[src/rtl/wire_pipe_pkg.sv]
// Shared constants and sizing helpers for the wire_pipe elastic pipeline.
package wire_pipe_pkg;

  localparam int MAX_DEPTH = 16;

  // Occupancy counter width; a zero-depth pipe still exposes a 1-bit count.
  function automatic int CNT_W(input int d);
    if (d == 0) begin
      return 1;
    end else begin
      return $clog2(d + 1);
    end
  endfunction

endpackage

[src/rtl/wire_pipe_if.sv]
// Valid/ready/data stream bundle; master drives valid and data, slave drives ready.
interface wire_pipe_if #(
  parameter int WIDTH = 8
);

  logic             valid;
  logic             ready;
  logic [WIDTH-1:0] data;

  modport master (output valid, output data, input ready);
  modport slave  (input valid, input data, output ready);

endinterface

[src/rtl/wire_pipe_stage.sv]
// One elastic register slot: takes a new item whenever it is empty or its
// current item is leaving in the same cycle.
module wire_pipe_stage
  import wire_pipe_pkg::*;
#(
  parameter int WIDTH = 8
) (
  input  logic             clk,
  input  logic             reset,
  input  logic             flush,
  input  logic             in_valid,
  output logic             in_ready,
  input  logic [WIDTH-1:0] in_data,
  output logic             out_valid,
  input  logic             out_ready,
  output logic [WIDTH-1:0] out_data
);

  logic             valid_r;
  logic [WIDTH-1:0] data_r;

  assign in_ready  = ~valid_r | out_ready;
  assign out_valid = valid_r;
  assign out_data  = data_r;

  // Slot register; data only loads with a valid item so a bubble keeps the old value.
  always_ff @(posedge clk) begin
    if (reset) begin
      valid_r <= 1'b0;
      data_r  <= '0;
    end else if (flush) begin
      valid_r <= 1'b0;
    end else if (in_ready) begin
      valid_r <= in_valid;
      if (in_valid) begin
        data_r <= in_data;
      end
    end
  end

endmodule

[src/rtl/wire_pipe.sv]
// Elastic, order-preserving register pipeline of DEPTH slots with flush and
// occupancy count; DEPTH=0 collapses to a plain combinational wire.
module wire_pipe
  import wire_pipe_pkg::*;
#(
  parameter int WIDTH = 8,
  parameter int DEPTH = 3
) (
  input  logic                       clk,
  input  logic                       reset,
  input  logic                       flush,
  wire_pipe_if.slave                 s,
  wire_pipe_if.master                m,
  output logic [CNT_W(DEPTH)-1:0]    count
);

  localparam int CW = CNT_W(DEPTH);

  generate
    if (DEPTH == 0) begin : g_wire
      logic unused_s;

      assign m.valid  = s.valid;
      assign m.data   = s.data;
      assign s.ready  = m.ready;
      assign count    = '0;
      assign unused_s = clk ^ reset ^ flush;
    end else begin : g_pipe
      logic [DEPTH:0]   vld_s;
      logic [WIDTH-1:0] dat_s [DEPTH+1];
      logic             s_ready_s;
      logic             push_s;
      logic             pop_s;
      logic [CW-1:0]    count_r;

      assign vld_s[0] = s.valid;
      assign dat_s[0] = s.data;

      // Each slot owns its ready net so the backward ripple is a chain of distinct signals.
      for (genvar i = 0; i < DEPTH; i++) begin : g_stage
        logic rdy_s;
        logic nxt_rdy_s;

        if (i == DEPTH - 1) begin : g_last
          assign nxt_rdy_s = m.ready;
        end else begin : g_mid
          assign nxt_rdy_s = g_stage[i+1].rdy_s;
        end

        wire_pipe_stage #(
          .WIDTH (WIDTH)
        ) u_stage (
          .clk       (clk),
          .reset     (reset),
          .flush     (flush),
          .in_valid  (vld_s[i]),
          .in_ready  (rdy_s),
          .in_data   (dat_s[i]),
          .out_valid (vld_s[i+1]),
          .out_ready (nxt_rdy_s),
          .out_data  (dat_s[i+1])
        );
      end

      assign s_ready_s = g_stage[0].rdy_s & ~flush & ~reset;
      assign s.ready   = s_ready_s;
      assign m.valid   = vld_s[DEPTH];
      assign m.data    = dat_s[DEPTH];

      assign push_s = s.valid & s_ready_s;
      assign pop_s  = vld_s[DEPTH] & m.ready;

      // Occupancy tracks handshakes; a pop during flush still leaves the pipe empty.
      always_ff @(posedge clk) begin
        if (reset) begin
          count_r <= '0;
        end else if (flush) begin
          count_r <= '0;
        end else begin
          count_r <= count_r + CW'(push_s) - CW'(pop_s);
        end
      end

      assign count = count_r;
    end
  endgenerate

endmodule

[src/flat_wrapper.sv]
// flat-port wrapper written by rule: the top's interface ports become plain ports
module wire_pipe_flat import wire_pipe_pkg::*;
#(
  parameter int WIDTH = 8,
  parameter int DEPTH = 3
)
  (clk, reset, flush, count, s_valid, s_data, s_ready, m_valid, m_data, m_ready);
  wire_pipe_if #(.WIDTH(WIDTH)) s_i ();
  wire_pipe_if #(.WIDTH(WIDTH)) m_i ();
  input  logic clk;
  input  logic reset;
  input  logic flush;
  output logic [CNT_W(DEPTH)-1:0] count;
  input wire logic [$bits(s_i.valid)-1:0] s_valid;
  input wire logic [$bits(s_i.data)-1:0] s_data;
  output wire logic [$bits(s_i.ready)-1:0] s_ready;
  output wire logic [$bits(m_i.valid)-1:0] m_valid;
  output wire logic [$bits(m_i.data)-1:0] m_data;
  input wire logic [$bits(m_i.ready)-1:0] m_ready;
  assign s_i.valid = s_valid;
  assign s_i.data = s_data;
  assign s_ready = s_i.ready;
  assign m_valid = m_i.valid;
  assign m_data = m_i.data;
  assign m_i.ready = m_ready;
  wire_pipe #(.WIDTH(WIDTH), .DEPTH(DEPTH)) u_core (.clk(clk), .reset(reset), .flush(flush), .s(s_i), .m(m_i), .count(count));
endmodule
[config.mk]
export PLATFORM = sky130hd
export DESIGN_NAME = wire_pipe_flat
export DESIGN_NICKNAME = d
export VERILOG_FILES = /design/src/rtl/wire_pipe_pkg.sv /design/src/rtl/wire_pipe_if.sv /design/src/rtl/wire_pipe_stage.sv /design/src/rtl/wire_pipe.sv /design/src/flat_wrapper.sv
export SDC_FILE = /design/constraint.sdc
export NUM_CORES = 1
export LEC_CHECK = 0
export CORE_AREA = 2 2 65 67
export CTS_CLUSTER_SIZE = 8
export DETAILED_ROUTE_END_ITERATION = 16
export DIE_AREA = 0 0 67 69
export GPL_ROUTABILITY_DRIVEN = 0
export PLACE_DENSITY = 0.62
export SLEW_MARGIN = 20
export SYNTH_ARGS = -nofsm -noshare
export SYNTH_HDL_FRONTEND = slang
export SYNTH_SLANG_ARGS = --single-unit
[constraint.sdc]
create_clock -name clk -period 1.9 [get_ports clk]
set_clock_uncertainty 0.15 [all_clocks]
set_input_delay 0.57 -clock clk [delete_from_list [all_inputs] [get_ports clk]]
set_output_delay 0.57 -clock clk [all_outputs]
set_load 0.03 [all_outputs]
==> results <==
stage by stage:
stage / instances / hold slack, ns / utilization, % / power, mW
floorplan: 135 / 0.293 / - / 0.699
global placement: 203 / 0.316 / 41.3 / 0.742
detailed placement: 203 / 0.319 / 41.3 / 0.745
CTS: 212 / 0.326 / 43.6 / 1.22
global route: 212 / 0.354 / 43.6 / 1.26
finish: 212 / 0.321 / 43.6 / 1.20
synth_stat cells, drive strengths merged:
master	number
clkbuf	3
mux2i	16
nor2	1
nand3	8
nor3b	1
nor3	3
inv	3
o21ai	8
a211o	1
nor2b	3
buf	14
a211oi	1
ha	2
xor2	1
and2	2
nand2b	26
dfxtp	29
and4b	1
a21oi	9
o21a	2
xnor2	1
layout make-up:
class	instances	area (um2)	share of cell area, %
clock buffers	8	80.1	4.70
repair buffers	36	320	18.8
well taps	50	62.6	3.67
inverters	3	11.3	0.660
flip-flops and latches	29	581	34.0
multi-input cells	86	651	38.2
worst paths after layout:
check,from,endpoint,slack (ns),depth (start not counted)
hold reg to reg,u_core.g_pipe.g_stage[2].u_stage.out_data[5],u_core.g_pipe.g_stage[2].u_stage.out_data[5],0.32,2
setup reg to reg,u_core.g_pipe.g_stage[0].u_stage.out_valid,u_core.count[1],0.14,7
setup / recovery,m_ready,s_ready,-0.004,4
hold / removal,u_core.g_pipe.g_stage[2].u_stage.out_data[5],u_core.g_pipe.g_stage[2].u_stage.out_data[5],0.32,2
flip-flops by register name, indices dropped and copies added, names as in the netlist:
signal                                   cells
u_core.count                                 2
u_core.g_pipe.g_stage.u_stage.out_data      24
u_core.g_pipe.g_stage.u_stage.out_valid      3
timing repair:
item,CTS,global route
pin swaps,5,2
hold buffers,0,0
resized for setup,24,4
buffers inserted,1,0
setup endpoints to repair,14,2
power groups by stage:
stage	clock network [mW]	registers, mW	logic (mW)
global placement	0	0.637	0.105
finish	0.472	0.624	0.106
CTS	0.493	0.624	0.106
floorplan	0	0.638	0.0609
detailed placement	0	0.637	0.108
global route	0.517	0.625	0.116
layer usage:
layer | global-route usage (%) | vias to the layer above
met5 | 0 | -
met4 | 6.80 | 0
met3 | 5.87 | 4
met2 | 17.1 | 29
met1 | 16.1 | 451
li1 | - | 497
cells by family (layout without fill, tap and decap cells):
group	count (synthesis)	after routing	share of synthesized area, %
XOR/XNOR	2	2	1.32
AND/OR/NAND/NOR	45	45	21.6
multiplexers	16	16	12.1
flip-flops	29	29	43.8
adder cells (fa/ha/maj)	2	2	1.89
buffers and inverters	20	47	9.44
AO/OA/AOI/OAI	21	21	9.82
critical path: cells and delay by family:
kind / cells / cell delay [ns]
AND/OR/NAND/NOR: 2 / 0.39
buffers and inverters: 2 / 0.22
==> impl_metrics.py <==
metrics = {
    "global_route": {
        "grt_first_pass_wirelength_um": 4320,
        "antenna_found_initial": 0,
        "grt_max_degree": 33,
        "grt.overflow.total": 0,
        "grt_usage_pct": 12.5,
        "grt_pass1_vias": 957,
    },
    "power_and_ir_drop": {
        "seqPwrFrac_pct": 51.9,
        "ir_drop_uv": 421,
        "p_sw_share_pct": 21.8,
        "p_switching_mw": 0.263,
        "cellPowerDensity_nw_per_um2": 705,
        "p_leak_nw": 0.684,
        "clkPwrFrac_pct": 39.2,
        "p_comb_share_pct": 8.8,
        "p_int_mw": 0.939,
    },
    "yosys": {
        "ys_top_cells_by_area": "dfxtp_1, nand2b_1, mux2i_1, buf_4, a21oi_1",
        "yosys.area.top_type_share_pct": 43.8,
        "synth_cells": 135,
        "syn_area_um2": 1330,
        "synth_area_per_cell_um2": 9.81,
        "syn-num-nets": 150,
        "seq_area_frac_synth_pct": 43.8,
        "ys_seq_elements": 29,
        "synth_cell_types": 24,
        "yosys.area.top_type": "dfxtp_1",
        "yosysWarnings": 0,
    },
    "finish": {
        "layout_commonest_cell": "dfxtp_1",
        "syn_to_final_growth_pct": 28.7,
        "num-fill-cells": 400,
        "layout.cells.most_common_list": "dfxtp_1, nand2b_1, mux2i_1",
        "drive_gt1_share_pct": 19.1,
        "n_antenna_cell": 0,
        "finalInstanceArea_um2": 1710,
        "nets": 176,
    },
    "floorplan": {
        "dieArea_um2": 4620,
        "ios": 25,
        "die_w_um": 67,
        "initial_core_util_pct": 33.9,
        "rows": 23,
        "coreArea_um2": 3910,
        "die_h_um": 69,
    },
    "sta": {
        "maxSlewHeadroom_pct": 79.3,
        "max_freq_ghz": 0.525,
        "finalHoldViolations": 0,
        "fin_crit_sh_pct": 100,
        "rsz0062_at_grt": "yes",
        "worst_slack_ns": -0.00363,
        "finalSetupViolations": 1,
        "period_needed_ns": 1.90,
        "fin_setup_tns_ns": -0.00363,
        "drv_slew": 0,
        "worst_slew_pin_slew_ns": 0.312,
    },
    "critical_path": {
        "critPathLaunchType": "input port",
        "crit_path_top_delay_cell": "and4b_4",
        "path_class": "in2out",
        "cpPeakStageDelay_ns": 0.35,
        "critPathMaxFanout": 3,
        "critPathCaptureType": "primary output",
        "cp.arrival_ns": 1.18,
        "crit_chain": "buf_6 > and4b_4 > nor3_4 > buf_6",
        "crit_path_frequent_cell": "buf_6",
        "critPathRequiredTime_ns": 1.18,
    },
    "run": {
        "max_cap_violations": 0,
    },
    "route": {
        "finalWirelength_um": 2450,
        "top_layer": "met4",
        "drt_pass1_iterations": 4,
        "ant_nets": 0,
        "drcViolationCount": 0,
        "wl_met1_um": 1190,
        "wl_met3_um": 165,
        "avgViaCountPerCell": 4.63,
        "drt_iter0_markers": 46,
        "wl_per_cell_um": 11.5,
        "vias": 981,
        "wl_met2_um": 1040,
    },
    "clock_network": {
        "clk_latency_ns": 0.28,
        "root_buffer": "clkbuf_8",
        "clk_path_buf_depth": 2,
        "cts_num_sinks": 29,
        "cts_buffers": 5,
        "cts_max_level": 2,
        "clk_pin_slew_ns": 0.06,
        "cts_tree": "built",
    },
    "placement": {
        "placed_cell_area_um2": 1620,
        "dpl.hpwl_um": 1860,
        "io_buffers": 24,
        "place_ws_ns": -0.561,
    },
    "outcome": {
        "status": "finished, violations left",
        "violations": "negative setup slack",
    },
    "hold_path": {
        "hold_class": "reg2reg",
    },
}
Power figures use the tool's default switching activity.
